**src/rtl/bru_pkg.sv**
```systemverilog
// Shared constants and helpers for the branch resolve unit: condition codes,
// predictor counter states and the saturating counter step.
package bru_pkg;

    localparam logic [3:0] BRU_NONE = 4'd0;
    localparam logic [3:0] BRU_EQ   = 4'd1;
    localparam logic [3:0] BRU_NE   = 4'd2;
    localparam logic [3:0] BRU_GTZ  = 4'd3;
    localparam logic [3:0] BRU_GEZ  = 4'd4;
    localparam logic [3:0] BRU_LTZ  = 4'd5;
    localparam logic [3:0] BRU_LEZ  = 4'd6;
    localparam logic [3:0] BRU_GE   = 4'd7;
    localparam logic [3:0] BRU_LT   = 4'd8;
    localparam logic [3:0] BRU_ULT  = 4'd9;
    localparam logic [3:0] BRU_UGE  = 4'd10;

    typedef enum logic [1:0] {
        SNT = 2'b00,
        WNT = 2'b01,
        WT  = 2'b10,
        ST  = 2'b11
    } bru_ctr_e;

    function automatic logic bru_is_branch(input logic [3:0] mode);
        return (mode >= BRU_EQ) && (mode <= BRU_UGE);
    endfunction

    function automatic logic [1:0] bru_ctr_next(input logic [1:0] ctr, input logic taken);
        logic [1:0] nxt;
        if (taken) begin
            nxt = (ctr == ST) ? ST : ctr + 2'd1;
        end else begin
            nxt = (ctr == SNT) ? SNT : ctr - 2'd1;
        end
        return nxt;
    endfunction

endpackage

```
**src/rtl/bru_counter_table.sv**
```systemverilog
// Untagged DEPTH x 2-bit saturating predictor table: one combinational read
// port for fetch, one synchronous update port for resolved branches.
module bru_counter_table
    import bru_pkg::*;
#(
    parameter int DEPTH  = 16,
    parameter int PC_LSB = 2
) (
    input  logic        clk,
    input  logic        rst_n,
    input  logic [31:0] rd_pc_i,
    output logic [1:0]  rd_ctr_o,
    input  logic        wr_en_i,
    input  logic [31:0] wr_pc_i,
    input  logic        wr_taken_i
);

    localparam int IDX_W = $clog2(DEPTH);

    logic [1:0]       ctr_q [DEPTH];
    logic [1:0]       ctr_d;
    logic [IDX_W-1:0] rd_idx;
    logic [IDX_W-1:0] wr_idx;

    // Only the index slice of each PC matters; the rest is deliberately ignored.
    logic [31:0] unused_rd_pc;
    logic [31:0] unused_wr_pc;
    assign unused_rd_pc = rd_pc_i;
    assign unused_wr_pc = wr_pc_i;

    assign rd_idx = rd_pc_i[PC_LSB +: IDX_W];
    assign wr_idx = wr_pc_i[PC_LSB +: IDX_W];

    // Reads the registered array, so a same-cycle update is not visible yet.
    assign rd_ctr_o = ctr_q[rd_idx];
    assign ctr_d    = bru_ctr_next(ctr_q[wr_idx], wr_taken_i);

    always_ff @(posedge clk or negedge rst_n) begin
        if (!rst_n) begin
            for (int i = 0; i < DEPTH; i++) begin
                ctr_q[i] <= WNT;
            end
        end else if (wr_en_i) begin
            ctr_q[wr_idx] <= ctr_d;
        end
    end

endmodule

```
**src/rtl/branch_resolve_unit.sv**
```systemverilog
// ID-stage branch resolve unit: condition evaluation, registered result stage
// and predictor update. Define BRU_PERF_CNT_EN to add branch/mispredict counters.
module branch_resolve_unit
    import bru_pkg::*;
#(
    parameter int WIDTH  = 32,
    parameter int DEPTH  = 16,
    parameter int PC_LSB = 2
) (
    input  logic             clk,
    input  logic             rst_n,
    input  logic             in_valid,
    input  logic             stall,
    input  logic             flush,
    input  logic [3:0]       cmp_mode,
    input  logic [WIDTH-1:0] num1,
    input  logic [WIDTH-1:0] num2,
    input  logic [31:0]      pc,
    input  logic             pred_in,
    input  logic [31:0]      fetch_pc,
    output logic             fetch_pred,
    output logic             out_valid,
    output logic             out_taken,
    output logic             out_mispredict,
    output logic [31:0]      out_pc
`ifdef BRU_PERF_CNT_EN
    ,
    output logic [31:0]      perf_branches,
    output logic [31:0]      perf_mispredicts
`endif
);

    logic        cond;
    logic        is_br;
    logic        capture;
    logic        upd_en;
    logic [1:0]  fetch_ctr;

    logic        valid_q, valid_d;
    logic        taken_q, taken_d;
    logic        mis_q,   mis_d;
    logic [31:0] pc_q,    pc_d;

    always_comb begin
        cond = 1'b0;
        case (cmp_mode)
            BRU_EQ:  cond = (num1 == num2);
            BRU_NE:  cond = (num1 != num2);
            BRU_GTZ: cond = !num1[WIDTH-1] && (|num1);
            BRU_GEZ: cond = !num1[WIDTH-1];
            BRU_LTZ: cond = num1[WIDTH-1];
            BRU_LEZ: cond = num1[WIDTH-1] || !(|num1);
            BRU_GE:  cond = ($signed(num1) >= $signed(num2));
            BRU_LT:  cond = ($signed(num1) <  $signed(num2));
            BRU_ULT: cond = (num1 <  num2);
            BRU_UGE: cond = (num1 >= num2);
            default: cond = 1'b0;
        endcase
    end

    assign is_br   = bru_is_branch(cmp_mode);
    assign capture = in_valid && !stall && !flush;
    assign upd_en  = capture && is_br;

    // Flush outranks stall; an idle edge only drops valid.
    always_comb begin
        valid_d = valid_q;
        taken_d = taken_q;
        mis_d   = mis_q;
        pc_d    = pc_q;
        if (flush) begin
            valid_d = 1'b0;
            mis_d   = 1'b0;
        end else if (!stall) begin
            if (in_valid) begin
                valid_d = 1'b1;
                taken_d = cond;
                pc_d    = pc;
                mis_d   = is_br && (cond != pred_in);
            end else begin
                valid_d = 1'b0;
            end
        end
    end

    always_ff @(posedge clk or negedge rst_n) begin
        if (!rst_n) begin
            valid_q <= 1'b0;
            taken_q <= 1'b0;
            mis_q   <= 1'b0;
            pc_q    <= 32'd0;
        end else begin
            valid_q <= valid_d;
            taken_q <= taken_d;
            mis_q   <= mis_d;
            pc_q    <= pc_d;
        end
    end

    assign out_valid      = valid_q;
    assign out_taken      = taken_q;
    assign out_mispredict = mis_q;
    assign out_pc         = pc_q;

    bru_counter_table #(
        .DEPTH  (DEPTH),
        .PC_LSB (PC_LSB)
    ) u_table (
        .clk        (clk),
        .rst_n      (rst_n),
        .rd_pc_i    (fetch_pc),
        .rd_ctr_o   (fetch_ctr),
        .wr_en_i    (upd_en),
        .wr_pc_i    (pc),
        .wr_taken_i (cond)
    );

    assign fetch_pred = fetch_ctr[1];

`ifdef BRU_PERF_CNT_EN
    logic [31:0] perf_br_q,  perf_br_d;
    logic [31:0] perf_mis_q, perf_mis_d;

    // Counts follow table updates exactly; both wrap naturally at 2^32.
    always_comb begin
        perf_br_d  = perf_br_q;
        perf_mis_d = perf_mis_q;
        if (upd_en) begin
            perf_br_d = perf_br_q + 32'd1;
            if (cond != pred_in) begin
                perf_mis_d = perf_mis_q + 32'd1;
            end
        end
    end

    always_ff @(posedge clk or negedge rst_n) begin
        if (!rst_n) begin
            perf_br_q  <= 32'd0;
            perf_mis_q <= 32'd0;
        end else begin
            perf_br_q  <= perf_br_d;
            perf_mis_q <= perf_mis_d;
        end
    end

    assign perf_branches    = perf_br_q;
    assign perf_mispredicts = perf_mis_q;
`endif

endmodule
```
**config.mk**
```make
export PLATFORM = sky130hd
export DESIGN_NAME = branch_resolve_unit
export DESIGN_NICKNAME = d
export VERILOG_FILES = /design/src/rtl/bru_pkg.sv /design/src/rtl/bru_counter_table.sv /design/src/rtl/branch_resolve_unit.sv
export SDC_FILE = /design/constraint.sdc
export NUM_CORES = 1
export LEC_CHECK = 0
export BUFFER_PORTS_ARGS = -buffer_cell sky130_fd_sc_hd__buf_4
export CORE_ASPECT_RATIO = 1.75
export CORE_MARGIN = 3
export CORE_UTILIZATION = 48
export CTS_CLUSTER_DIAMETER = 30
export CTS_CLUSTER_SIZE = 40
export DETAILED_ROUTE_END_ITERATION = 6
export PLACE_DENSITY_LB_ADDON = 0.2
export SETUP_SLACK_MARGIN = 0.02
export SYNTH_ARGS = -nofsm -noshare
export SYNTH_HDL_FRONTEND = slang
export SYNTH_SLANG_ARGS = --single-unit
```
**constraint.sdc**
```tcl
create_clock -name clk -period 2.3 [get_ports clk]
set_input_delay 0.115 -clock clk [delete_from_list [all_inputs] [get_ports clk]]
set_output_delay 0.115 -clock clk [all_outputs]
set_load 0.01 [all_outputs]
```
==> results.py <==
metrics = {
    "cells_and_area": {
        "area_delta_synth_final_pct": 49.8,
        "final_common_cell": "buf_4",
        "fill_cells": 565,
        "final_area_mm2": 0.00609,
        "drive_gt1_share_pct": 50.4,
        "final_cells": 659,
        "final_core_util_pct": 75.5,
        "diodes": 0,
        "final_cell_mix": "buf_4 (167), nor2_1 (51), dfrtp_1 (51), mux2_2 (32), a31oi_1 (31)",
        "final_net_count": 734,
    },
    "die": {
        "initial_core_util_pct": 50.4,
        "core-area_mm2": 0.00807,
        "num_rows": 43,
        "dieWidth_um": 75.6,
        "die-area_mm2": 0.00966,
        "die_h_um": 128,
        "ioPinCount": 174,
    },
    "sta": {
        "fin_crit_sh_pct": 102,
        "tightest_slew_ns": 0.835,
        "slew_headroom_pct": 44.3,
        "fmax_mhz": 426,
        "period_needed_ns": 2.35,
        "drv_slew": 0,
        "fin_worst_skew_ns": 0.00372,
        "hold_viol": 0,
        "finalSetupViolations": 26,
        "grt_setup_unrepaired": "yes",
        "layout_setup_ws_ns": -0.0501,
    },
    "grt": {
        "gr-total-overflow": 0,
        "grt_pass1_vias": 3822,
        "antenna_found_initial": 0,
        "grt_max_degree": 68,
        "grt_pass1_wl_um": 17200,
        "grt.total_usage_pct": 23.7,
    },
    "synthesis": {
        "syn-cell-area_mm2": 0.00407,
        "synthTopCellsByArea": "dfrtp_1 (31%), dfstp_2 (10%), ha_1 (9.8%), mux2_2 (8.9%), mux4_2 (8.3%)",
        "ys_seq_area_share_pct": 41.7,
        "synthFlopType": "dfrtp_1",
        "ys_types": 42,
        "syn_nets": 555,
        "syn-instance-count": 385,
        "async_flop_share_pct": 100,
        "ys_ff_latch": 67,
        "ys_warn_count": 0,
        "synth.largest_area_cell": "dfrtp_1",
        "synth_edf_count": 0,
        "yosys.area.top_type_share_pct": 31.4,
        "syn_avg_cell_area_um2": 10.6,
    },
    "cts": {
        "cts_sinks": 67,
        "htree_levels": 3,
        "clock_latency_ns": 0.32,
        "numCtsBuffers": 9,
        "cts_max_path_buffers": 2,
        "clk_pin_slew_ns": 0.05,
        "cts_tree": "done",
        "cts_root_buf": "clkbuf_16",
    },
    "worst_setup_path": {
        "timing.rr.start": "u_table.ctr_q[8]$_DFFE_PN1P_",
        "r2r.worst_path.cells": 7,
        "cp-start-kind": "input pin",
        "cp_max_fo": 16,
        "cp.required_ns": 2.47,
        "path_class": "in -> reg",
        "r2r_setup_slack_ns": 0.17,
        "critPathCaptureType": "register",
        "critPathArrivalTime_ns": 2.52,
        "r2r-end": "u_table.ctr_q[24]$_DFFE_PN1P_",
    },
    "min_path": {
        "min_from": "pc[12]",
        "hp-class": "in -> reg",
        "worstHoldPathCells": 2,
        "min_to": "out_pc[12]$_DFFE_PN0P_",
    },
    "run_status": {
        "violations": "negative setup slack",
        "status": "complete, but fails checks",
    },
    "route": {
        "via_per_inst": 5.68,
        "drc": 0,
        "wl_met2_um": 6670,
        "wl_per_cell_um": 17.6,
        "dr_wl_met3_um": 634,
        "first_iter_violations": 142,
        "postRouteAntennaNets": 0,
        "highest_layer": "met4",
        "num_vias": 3741,
        "drt_pre_antenna_iters": 4,
        "met1Wirelength_um": 3810,
        "routed_wl_um": 11600,
    },
    "place": {
        "dpl_cell_area_mm2": 0.00564,
        "hpwl_um": 8930,
        "dpl_worst_slack_ns": -0.384,
        "gp_congestion": 0.845,
        "dp.cells": 638,
        "port_buffers": 145,
    },
    "power_and_ir_drop": {
        "vdd_ir_drop_max_mv": 0.637,
        "power.leakage_nw": 2.80,
        "p_per_area_mw_per_mm2": 685,
    },
    "run": {
        "max_cap_violations": 0,
    },
}
## cells in the mapped netlist (2+ instances only)
cell and n:
and3_1 2, or3_1 2, nand2b_1 5, clkbuf_1 6, a21boi_0 2, nand4_1 10
o21ai_0 6, mux4_2 15, dfrtp_1 51, nand3_1 10, ha_1 32, mux2_2 32
a21oi_1 18, a31oi_1 32, inv_1 35, buf_2 2, nand2_1 13, buf_6 2
nor3_1 7, nor2_1 52, a21o_1 2, nor4_1 9, o31a_1 2, nor2b_1 4
nand3b_1 2, dfstp_2 16
## logic make-up (layout without fill, tap and decap cells)
logic type / count (synthesis) / count (layout) / share of synthesized area [%]
fa+ha+maj: 32 / 32 / 9.84
compound gates: 71 / 71 / 11.7
flops: 67 / 67 / 41.7
mux: 47 / 47 / 17.2
buf+inv: 47 / 231 / 4.86
simple gates: 121 / 121 / 14.8
## critical path: stages
cell and delay [ns]:
buf_6 0.10, inv_4 0.05, ha_4 0.19, nand4_1 0.16, nor2_1 0.07, a221o_1 0.32, o31a_1 0.29, or3_4 0.42
and4_4 0.23, o32ai_4 0.30, buf_12 0.18, a31oi_1 0.09
## where the power goes
part | switching (mW) | total, mW | internal [mW] | leakage [nW]
clock network | 0.477 | 1.43 | 0.949 | 0.143
registers | 0.121 | 1.55 | 1.42 | 0.794
logic | 0.517 | 1.20 | 0.683 | 1.86
## cell type report
cell class | instances | area (µm²) | area share, %
clock buffers | 12 | 236 | 3.88
inverters | 35 | 156 | 2.57
clock inverters | 4 | 75.1 | 1.23
multi-input cells | 271 | 2370 | 38.8
well taps | 90 | 113 | 1.85
repair buffers | 180 | 1450 | 23.8
flip-flops and latches | 67 | 1700 | 27.8
## how the worst max path moves through the flow
stage | start | endpoint | slack [ns] | cells after the start
final | num2[13] | u_table.ctr_q[23]$_DFFE_PN0P_ | -0.05 | 12
after global routing | num1[13] | u_table.ctr_q[31]$_DFFE_PN0P_ | -0.13 | 12
after CTS | num2[15] | u_table.ctr_q[31]$_DFFE_PN0P_ | 0.01 | 12
after detailed placement | num2[15] | u_table.ctr_q[31]$_DFFE_PN0P_ | -0.38 | 12
after global placement | num2[5] | u_table.ctr_q[31]$_DFFE_PN0P_ | -0.33 | 12
after floorplan | num2[15] | u_table.ctr_q[11]$_DFFE_PN0P_ | -0.13 | 11
## registers in the layout (all words and copies together), names as in the netlist
register and cells:
out_pc 32, out_taken 1, out_mispredict 1, out_valid 1
u_table.ctr_q 32
## through the flow
step                TNS [ns]  total power [mW]  hold slack, ns
floorplan              -1.75              2.13          -0.181
global placement       -9.17              2.67           0.254
detailed placement    -10.65              2.72           0.268
CTS                        0              4.17         0.00587
global route           -3.55              4.38          0.0151
finish                -0.756              4.17          0.0212
## routing by layer
layer  up-vias  track usage [%]
li1       1784                -
met5         -                0
met2       159             45.0
met4         0             12.5
met3        35             3.53
met1      1763             23.1
## timing repair
item,in CTS,in global routing
buffers inserted,0,2
hold buffers,2,0
endpoints found under the setup margin,17,34
endpoints found under the hold margin,52,0
gates cloned,0,1
gates resized for setup,10,10
pin swaps,0,6
No activity file was read; power rests on OpenSTA's default activity.
